## src/rtl/spi_peripheral_if.sv

```systemverilog
// SPI peripheral bus bundle: serial pins plus user-side TX/RX handshake and status.
interface spi_peripheral_if;
  localparam int unsigned DATA_W = 8;

  logic              SPI_CLK;
  logic              SPI_EN;
  logic              SPI_MOSI;
  logic              SPI_MISO;
  logic [DATA_W-1:0] tx_data;
  logic              tx_valid;
  logic              tx_ready;
  logic [DATA_W-1:0] rx_data;
  logic              rx_valid;
  logic              tx_underrun;
  logic              frame_err;
  logic              busy;

  modport slave (
    input  SPI_CLK, SPI_EN, SPI_MOSI, tx_data, tx_valid,
    output SPI_MISO, tx_ready, rx_data, rx_valid, tx_underrun, frame_err, busy
  );

  modport master (
    output SPI_CLK, SPI_EN, SPI_MOSI, tx_data, tx_valid,
    input  SPI_MISO, tx_ready, rx_data, rx_valid, tx_underrun, frame_err, busy
  );
endinterface

```

## src/rtl/spi_peripheral.sv

```systemverilog
// SPI responder (CPOL=1, active-low enable, MSB first, 8-bit) in the clk domain.
module spi_peripheral #(
  parameter logic [7:0] DEFAULT_TX = 8'hFF
) (
  input logic           clk,
  input logic           rst,
  spi_peripheral_if.slave bus
);
  localparam int unsigned BYTE_W = 8;
  localparam int unsigned CNT_W  = 3;

  // synchronizers and history flops
  logic clk_s1, clk_s2, clk_h;
  logic en_s1, en_s2, en_h;
  logic mosi_s1, mosi_s2, mosi_h;
  // registered edge flags
  logic clk_rise_q, clk_fall_q, en_rise_q, sel_q;

  logic [BYTE_W-1:0] hold, hold_d;
  logic              hold_full, hold_full_d;
  logic [BYTE_W-1:0] shift, shift_d;
  logic              shift_user, shift_user_d;
  logic [BYTE_W-1:0] rxsr, rxsr_d;
  logic [CNT_W-1:0]  fcnt, fcnt_d;
  logic              done, done_d;
  logic [BYTE_W-1:0] rx_data_q, rx_data_d;
  logic              rx_valid_q, rx_valid_d;
  logic              tx_underrun_q, tx_underrun_d;
  logic              frame_err_q, frame_err_d;
  logic              tx_ready_q;
  logic              reload;

  // pin synchronization and edge detection (3-cycle pin-to-action latency)
  always_ff @(posedge clk) begin
    if (rst) begin
      {clk_s1, clk_s2, clk_h}    <= 3'b111;
      {en_s1, en_s2, en_h}       <= 3'b111;
      {mosi_s1, mosi_s2, mosi_h} <= 3'b000;
      clk_rise_q <= 1'b0;
      clk_fall_q <= 1'b0;
      en_rise_q  <= 1'b0;
      sel_q      <= 1'b0;
    end else begin
      clk_s1  <= bus.SPI_CLK;
      clk_s2  <= clk_s1;
      clk_h   <= clk_s2;
      en_s1   <= bus.SPI_EN;
      en_s2   <= en_s1;
      en_h    <= en_s2;
      mosi_s1 <= bus.SPI_MOSI;
      mosi_s2 <= mosi_s1;
      mosi_h  <= mosi_s2;
      clk_rise_q <= clk_s2 & ~clk_h;
      clk_fall_q <= ~clk_s2 & clk_h;
      en_rise_q  <= en_s2 & ~en_h;
      sel_q      <= ~en_s2;
    end
  end

  // next-state for holding register, shifters, frame counter and strobes
  always_comb begin
    hold_d        = hold;
    hold_full_d   = hold_full;
    shift_d       = shift;
    shift_user_d  = shift_user;
    rxsr_d        = rxsr;
    fcnt_d        = fcnt;
    done_d        = done;
    rx_data_d     = rx_data_q;
    rx_valid_d    = 1'b0;
    tx_underrun_d = 1'b0;
    frame_err_d   = 1'b0;
    reload        = 1'b0;

    if (en_rise_q) begin
      // deselect: abort an unfinished byte and flush any pending reload
      if (fcnt != '0 || done) begin
        frame_err_d = 1'b1;
        fcnt_d      = '0;
        rxsr_d      = '0;
        done_d      = 1'b0;
        reload      = 1'b1;
      end
    end else if (sel_q) begin
      if (clk_fall_q) begin
        rxsr_d = {rxsr[BYTE_W-2:0], mosi_h};
        fcnt_d = fcnt + CNT_W'(1);
        if (fcnt == CNT_W'(7)) begin
          rx_data_d  = {rxsr[BYTE_W-2:0], mosi_h};
          rx_valid_d = 1'b1;
          done_d     = 1'b1;
        end
      end
      if (clk_rise_q) begin
        if (done) begin
          reload = 1'b1;
          done_d = 1'b0;
        end else begin
          shift_d = {shift[BYTE_W-2:0], 1'b0};
        end
      end
    end else if (hold_full && !shift_user) begin
      // idle: stage a user byte so bit 7 is on MISO before selection
      shift_d      = hold;
      shift_user_d = 1'b1;
      hold_full_d  = 1'b0;
    end

    if (reload) begin
      if (hold_full) begin
        shift_d      = hold;
        shift_user_d = 1'b1;
        hold_full_d  = 1'b0;
      end else begin
        shift_d       = DEFAULT_TX;
        shift_user_d  = 1'b0;
        tx_underrun_d = 1'b1;
      end
    end

    // user write; cannot coincide with a hold-consuming load since tx_ready is then low
    if (bus.tx_valid && tx_ready_q) begin
      hold_d      = bus.tx_data;
      hold_full_d = 1'b1;
    end
  end

  // datapath state register
  always_ff @(posedge clk) begin
    if (rst) begin
      hold          <= '0;
      hold_full     <= 1'b0;
      shift         <= DEFAULT_TX;
      shift_user    <= 1'b0;
      rxsr          <= '0;
      fcnt          <= '0;
      done          <= 1'b0;
      rx_data_q     <= '0;
      rx_valid_q    <= 1'b0;
      tx_underrun_q <= 1'b0;
      frame_err_q   <= 1'b0;
      tx_ready_q    <= 1'b1;
    end else begin
      hold          <= hold_d;
      hold_full     <= hold_full_d;
      shift         <= shift_d;
      shift_user    <= shift_user_d;
      rxsr          <= rxsr_d;
      fcnt          <= fcnt_d;
      done          <= done_d;
      rx_data_q     <= rx_data_d;
      rx_valid_q    <= rx_valid_d;
      tx_underrun_q <= tx_underrun_d;
      frame_err_q   <= frame_err_d;
      tx_ready_q    <= ~hold_full_d;
    end
  end

  assign bus.SPI_MISO    = shift[BYTE_W-1];
  assign bus.tx_ready    = tx_ready_q;
  assign bus.rx_data     = rx_data_q;
  assign bus.rx_valid    = rx_valid_q;
  assign bus.tx_underrun = tx_underrun_q;
  assign bus.frame_err   = frame_err_q;
  assign bus.busy        = sel_q;
endmodule

```

## src/flat_wrapper.sv

```systemverilog
// flat-port wrapper written by rule: the top's interface ports become plain ports
module spi_peripheral_flat 
#(
  parameter logic [7:0] DEFAULT_TX = 8'hFF
)
  (clk, rst, bus_SPI_CLK, bus_SPI_EN, bus_SPI_MOSI, bus_tx_data, bus_tx_valid, bus_SPI_MISO, bus_tx_ready, bus_rx_data, bus_rx_valid, bus_tx_underrun, bus_frame_err, bus_busy);
  spi_peripheral_if bus_i ();
  input logic clk;
  input logic rst;
  input wire logic [$bits(bus_i.SPI_CLK)-1:0] bus_SPI_CLK;
  input wire logic [$bits(bus_i.SPI_EN)-1:0] bus_SPI_EN;
  input wire logic [$bits(bus_i.SPI_MOSI)-1:0] bus_SPI_MOSI;
  input wire logic [$bits(bus_i.tx_data)-1:0] bus_tx_data;
  input wire logic [$bits(bus_i.tx_valid)-1:0] bus_tx_valid;
  output wire logic [$bits(bus_i.SPI_MISO)-1:0] bus_SPI_MISO;
  output wire logic [$bits(bus_i.tx_ready)-1:0] bus_tx_ready;
  output wire logic [$bits(bus_i.rx_data)-1:0] bus_rx_data;
  output wire logic [$bits(bus_i.rx_valid)-1:0] bus_rx_valid;
  output wire logic [$bits(bus_i.tx_underrun)-1:0] bus_tx_underrun;
  output wire logic [$bits(bus_i.frame_err)-1:0] bus_frame_err;
  output wire logic [$bits(bus_i.busy)-1:0] bus_busy;
  assign bus_i.SPI_CLK = bus_SPI_CLK;
  assign bus_i.SPI_EN = bus_SPI_EN;
  assign bus_i.SPI_MOSI = bus_SPI_MOSI;
  assign bus_i.tx_data = bus_tx_data;
  assign bus_i.tx_valid = bus_tx_valid;
  assign bus_SPI_MISO = bus_i.SPI_MISO;
  assign bus_tx_ready = bus_i.tx_ready;
  assign bus_rx_data = bus_i.rx_data;
  assign bus_rx_valid = bus_i.rx_valid;
  assign bus_tx_underrun = bus_i.tx_underrun;
  assign bus_frame_err = bus_i.frame_err;
  assign bus_busy = bus_i.busy;
  spi_peripheral #(.DEFAULT_TX(DEFAULT_TX)) u_core (.clk(clk), .rst(rst), .bus(bus_i));
endmodule
```

## config.mk

```make
export PLATFORM = sky130hd
export DESIGN_NAME = spi_peripheral_flat
export DESIGN_NICKNAME = d
export VERILOG_FILES = /design/src/rtl/spi_peripheral_if.sv /design/src/rtl/spi_peripheral.sv /design/src/flat_wrapper.sv
export SDC_FILE = /design/constraint.sdc
export NUM_CORES = 1
export LEC_CHECK = 0
export BUFFER_PORTS_ARGS = -buffer_cell sky130_fd_sc_hd__clkbuf_2
export CAP_MARGIN = 20
export CORE_MARGIN = 2
export CORE_UTILIZATION = 40
export DETAILED_ROUTE_END_ITERATION = 8
export PLACE_DENSITY = 0.55
export SLEW_MARGIN = 20
export SYNTH_ARGS = -nofsm -noshare
export SYNTH_HDL_FRONTEND = slang
export SYNTH_SLANG_ARGS = --single-unit
```

## constraint.sdc

```tcl
create_clock -name clk -period 4.73 [get_ports clk]
set_clock_uncertainty 0.1 [all_clocks]
set_input_delay 0.473 -clock clk [delete_from_list [all_inputs] [get_ports clk]]
set_output_delay 0.473 -clock clk [all_outputs]
set_load 0.05 [all_outputs]
```

# Word level (Yosys, flattened, before mapping)
# Index checks and enable logic that the tools add are counted.
# word_totals
reg_bits,54
in_bits,14
out_inout_bits,14
wordCells,101
# op_classes
addsub,1
n_eq_ne,6
muxes,40
bitwise,12
reduce_logical,17
# op_table
operator,count
$mux W8,7
$mux W7,4
$mux W1,25
$mux W3,4
$not A1 Y1,9
$reduce_and A4 Y1,2
$ne A2 B2 Y1 const B,3
$reduce_and A3 Y1,2
$reduce_bool A2 Y1,3
$reduce_bool A3 Y1,2
$reduce_or A2 Y1,2
$reduce_or A4 Y1,1
$add A3 B1 Y3 const B,1
$and A1 B1 Y1,3
$eq A3 B3 Y1 const B,1
$ne A3 B2 Y1 const B,1
$ne A3 B3 Y1 const B,1
$logic_and A1 B1 Y1,2
$reduce_and A2 Y1,1
$logic_not A1 Y1,1
$logic_or A1 B1 Y1,1

# Depth between registers and ports, before layout
# depth
word_depth,9
ltp_mapped,7

# Worst setup path after synthesis
# No wires, ideal clock.
# synth_path
kind,register to register
from,register u_core.fcnt[0]
to,register u_core.shift[1]
setup_time_ps,132
t_arrival_ps,1460
t_required_ps,4498
setup_slack_ps,3037
path_stages_with_launch,8
n_path_buf,1
period_less_slack_ps,1693
cell_sequence,dfxtp_1 inv_1 ha_1 nor3b_2 or3b_1 buf_6 a21oi_2 o31ai_1
# synth_between
elab_chain_cells,6
elab_cells_between_ends,10
classes_between,eq/ne (3); mux (3); reduce/logical (4)
# synth_rtl
element,line_no,text
"start, declared",spi_peripheral.sv:24,"logic [CNT_W-1:0] fcnt, fcnt_d;"
"start signal, assigned",spi_peripheral.sv:149,fcnt <= fcnt_d;
$reduce_bool A3 Y1 (*),spi_peripheral.sv:77,if (fcnt != '0 || done) begin
$logic_or A1 B1 Y1 (*),spi_peripheral.sv:77,
$mux W1 (*),spi_peripheral.sv:77,
$mux W1 (*),spi_peripheral.sv:75,if (en_rise_q) begin
$ne A3 B2 Y1 (no line) (tied with other cells),n/a,
$reduce_and A4 Y1 (no line),n/a,
"end signal, assigned",spi_peripheral.sv:146,shift <= shift_d;
"end, declared",spi_peripheral.sv:21,"logic [BYTE_W-1:0] shift, shift_d;"
# Every way passes the cells marked *; elsewhere a longest branch is shown, timed or not.
# A chain may end at the register's enable or synchronous reset.

# Worst setup path in the final report
# layout_path
from,register u_core.sel_q (netlist: u_core.bus.busy)
to,register u_core.shift[6]
# layout_between
elab_chain_cells,4
elab_cells_between_ends,10
classes_between,eq/ne (3); mux (5); reduce/logical (2)
# layout_rtl
element,line_no,text
"start, declared",spi_peripheral.sv:17,"logic clk_rise_q, clk_fall_q, en_rise_q, sel_q;"
"start signal, assigned",spi_peripheral.sv:56,sel_q <= ~en_s2;
$mux W1,spi_peripheral.sv:84,end else if (sel_q) begin
$mux W1,spi_peripheral.sv:75,
$ne A3 B2 Y1 (no line) (tied with other cells),n/a,
$reduce_and A4 Y1 (no line),n/a,
# Parallel ways exist; a longest one is shown, timed or not. The select of a mux whose other input is x is not followed.

==> impl_metrics.env <==
export IMPL_status="finished clean"
export IMPL_p_per_area_mw_per_mm2=345
export IMPL_synth_area_sq_mm=0.00206
export IMPL_synth_edf_count=0
export IMPL_fin_nets=263
export IMPL_diodes=0
export IMPL_drt_pre_antenna_iters=5
export IMPL_fmax_mhz=490
export IMPL_port_buffers=27
export IMPL_grt_overflow_total=0
export IMPL_reg2reg_to="u_core.shift[6]"
export IMPL_tns_ns=0
export IMPL_synth_top_family_by_area="simple AND/OR/NAND/NOR gates"
export IMPL_design_area_sq_mm=0.00231
export IMPL_grt_max_degree=53
export IMPL_post_cts_buffers=0
export IMPL_slowest_stage="o2bb2ai_1"
export IMPL_yosysMostFrequentCell="dfxtp_1"
export IMPL_ctsHoldBuffers=0
export IMPL_reg2reg_slack_ns=2.69
export IMPL_drv_cap=0
export IMPL_cts_num_sinks=54
export IMPL_p_leak_uw=0.000885
export IMPL_yosysTopAreaCellShare_pct=52.5
export IMPL_end_kind="flip-flop"
export IMPL_place_area_sq_mm=0.00222
export IMPL_grt_met3_usage_pct=4.10
export IMPL_path_class="reg -> reg"
export IMPL_chipHeight_um=75.8
export IMPL_regToRegStartpoint="u_core.bus.busy"
export IMPL_hold_path_class="in -> reg"
export IMPL_dieArea_sq_mm=0.00574
export IMPL_yosys_area_top_type="dfxtp_1"
export IMPL_slowest_delay_ns=0.81
export IMPL_die_w_um=75.8
export IMPL_io_pins=28
export IMPL_vias_per_cell=4.81
export IMPL_drc=0
export IMPL_wl_per_cell_um=12.2
export IMPL_top_usage_layer="met1"
export IMPL_tightest_slew_ns=1.01
export IMPL_drt_iter0_markers=76
export IMPL_synth_flop_cell="dfxtp_1"
export IMPL_antenna_found_initial=0
export IMPL_synthArstFlopShare_pct=0
export IMPL_ir_worst_vdd_mv=0.231
export IMPL_synthAdderAreaFrac_pct=1.82
export IMPL_power_uw=796
export IMPL_clk_path_buf_depth=2
export IMPL_ctsRootBufferMaster="clkbuf_8"
export IMPL_grt_usage_pct=14.9
export IMPL_path_cells="nor3b_1, o2bb2ai_1, a21oi_1, o31ai_1"
export IMPL_grt_util_met1_pct=23.5
export IMPL_drive_gt1_share_pct=20.2
export IMPL_yosys_area_share_simple_pct=21.8
export IMPL_grt_setup_unrepaired="false"
export IMPL_use_met2_pct=19.0
export IMPL_totalWireLength_um=3850
export IMPL_slew_violations=0
export IMPL_yosys_cell_types_count=35
export IMPL_required_ns=4.85
export IMPL_critPathLaunch="u_core.bus.busy"
export IMPL_post_cts_resize_count=0
export IMPL_muxShareOfSynthArea_pct=0.486
export IMPL_seq_area_frac_synth_pct=52.5
export IMPL_ant_nets=0
export IMPL_syn_area_per_cell_sq_um=9.15
export IMPL_dp_hpwl_um=2510
export IMPL_cts_buffers=5
export IMPL_first_global_vias=1293
export IMPL_htreeDepth=2
export IMPL_routabilityCongestion=0.742
export IMPL_grt_pass1_wl_um=6460
export IMPL_holdWs_ns=0.250
export IMPL_postLayoutCoreUtil_pct=45.8
export IMPL_yosys_warnings=0
export IMPL_coreArea_sq_mm=0.00504
export IMPL_r2r_cells=4
export IMPL_synthTopCellsByArea="dfxtp_1 (52%), a21oi_1 (6.8%), nand2_1 (6.7%), nor3b_1 (3.6%), a22oi_1 (3.3%)"
export IMPL_yosys_area_share_xor_xnor_pct=0
export IMPL_timing_final_crit_share_pct=43.1
export IMPL_clk_pin_slew_worst_paths_ns=0.09
export IMPL_nFillCells=526
export IMPL_syn_nets=242
export IMPL_cts_tree="yes"
export IMPL_cp_start_kind="flip-flop"
export IMPL_critPathCapture="u_core.shift[6]"
export IMPL_vias=1526
export IMPL_min_period_ns=2.04
export IMPL_postSynthCellCount=225
export IMPL_synth_compound_area_share_pct=19.4
export IMPL_row_count=26
export IMPL_finalHoldViolCount=0
export IMPL_slew_headroom_pct=32.5
export IMPL_ys_top_cells_by_count="dfxtp_1 (54), nand2_1 (37), a21oi_1 (28)"
export IMPL_setup_violations=0
export IMPL_critPathMaxFanout=18
export IMPL_area_growth_pct=12.2
export IMPL_clock_latency_ns=0.30
export IMPL_arrival_ns=2.16
export IMPL_initial_utilization_pct=40.8
export IMPL_ys_seq_elements=54
-- power by group --
| part | internal [uW] | total [uW] | switching (uW) | leakage, uW |
|---|---|---|---|---|
| Combinational | 21.1 | 52.6 | 31.5 | 0.000396 |
| Clock | 118 | 261 | 143 | 0.0000482 |
| Sequential | 471 | 482 | 11.2 | 0.000441 |
-- critical path, delay by kind of cell, from the launching register on --
kind | cells | cell delay [ns]
AOI/OAI and AO/OA | 3 | 1.08
and+or+nand+nor | 1 | 0.11
DFF | 1 | 0.67
-- cell type report --
class	count	area (sq um)	area share, %
clock inverter	1	5.00	0.217
tap	70	87.6	3.79
clock buffer	7	86.3	3.74
inverter	5	18.8	0.813
sequential	54	1080	46.8
multi-input combinational	153	896	38.8
timing repair buffer	27	135	5.85
-- flip-flops by register name, indices dropped and copies added, names as in the netlist, 3 cells and up --
register            flops
u_core.bus.rx_data      8
u_core.hold             8
u_core.shift            8
u_core.rxsr             7
u_core.fcnt             3
-- per-layer routing --
| layer | routed length (um) | share of wire (%) |
|---|---|---|
| met2 | 1610 | 42 |
| met4 | 47 | 1.2 |
| met3 | 131 | 3.4 |
| met1 | 2070 | 54 |
| met5 | 0 | 0 |
-- logic make-up after synthesis --
family          Yosys count
flops                    54
mux                       1
compound gates           59
simple gates             90
fa+ha+maj                 3
buf+inv                  18
-- layout by cell type (no fill, tap or decap), types with 2 or more instances in the layout --
cell and count:
a31oi_1 2, nor3b_1 10, nor3_1 4, nand2_1 37, nand2b_1 2, or2_2 5, clkbuf_2 27, a21oi_2 7
a21oi_1 28, ha_1 3, dfxtp_1 54, inv_1 5, nor2b_1 5, o31ai_1 7, nand3_1 2, nor2_1 17
a22oi_1 9, clkbuf_8 6
-- stage by stage --
stage          setup slack (ns)  cells
6_report                   2.69    317
5_1_grt                    2.41    317
4_1_cts                    2.67    317
3_5_place_dp               2.70    309
3_3_place_gp               2.75    309
2_1_floorplan              3.04    225
-- worst min-delay path by stage --
stage / from / endpoint / slack, ns / cells past startpoint
after floorplan: u_core.en_h / u_core.en_rise_q / 0.27 / 1
after global routing: bus_SPI_EN / u_core.en_s1 / 0.23 / 2
after detailed placement: u_core.en_s1 / u_core.en_s2 / 0.30 / 1
after CTS: bus_SPI_EN / u_core.en_s1 / 0.24 / 2
after global placement: u_core.en_s1 / u_core.en_s2 / 0.29 / 1
final: bus_SPI_EN / u_core.en_s1 / 0.25 / 2
Power figures use the tool's default switching activity.
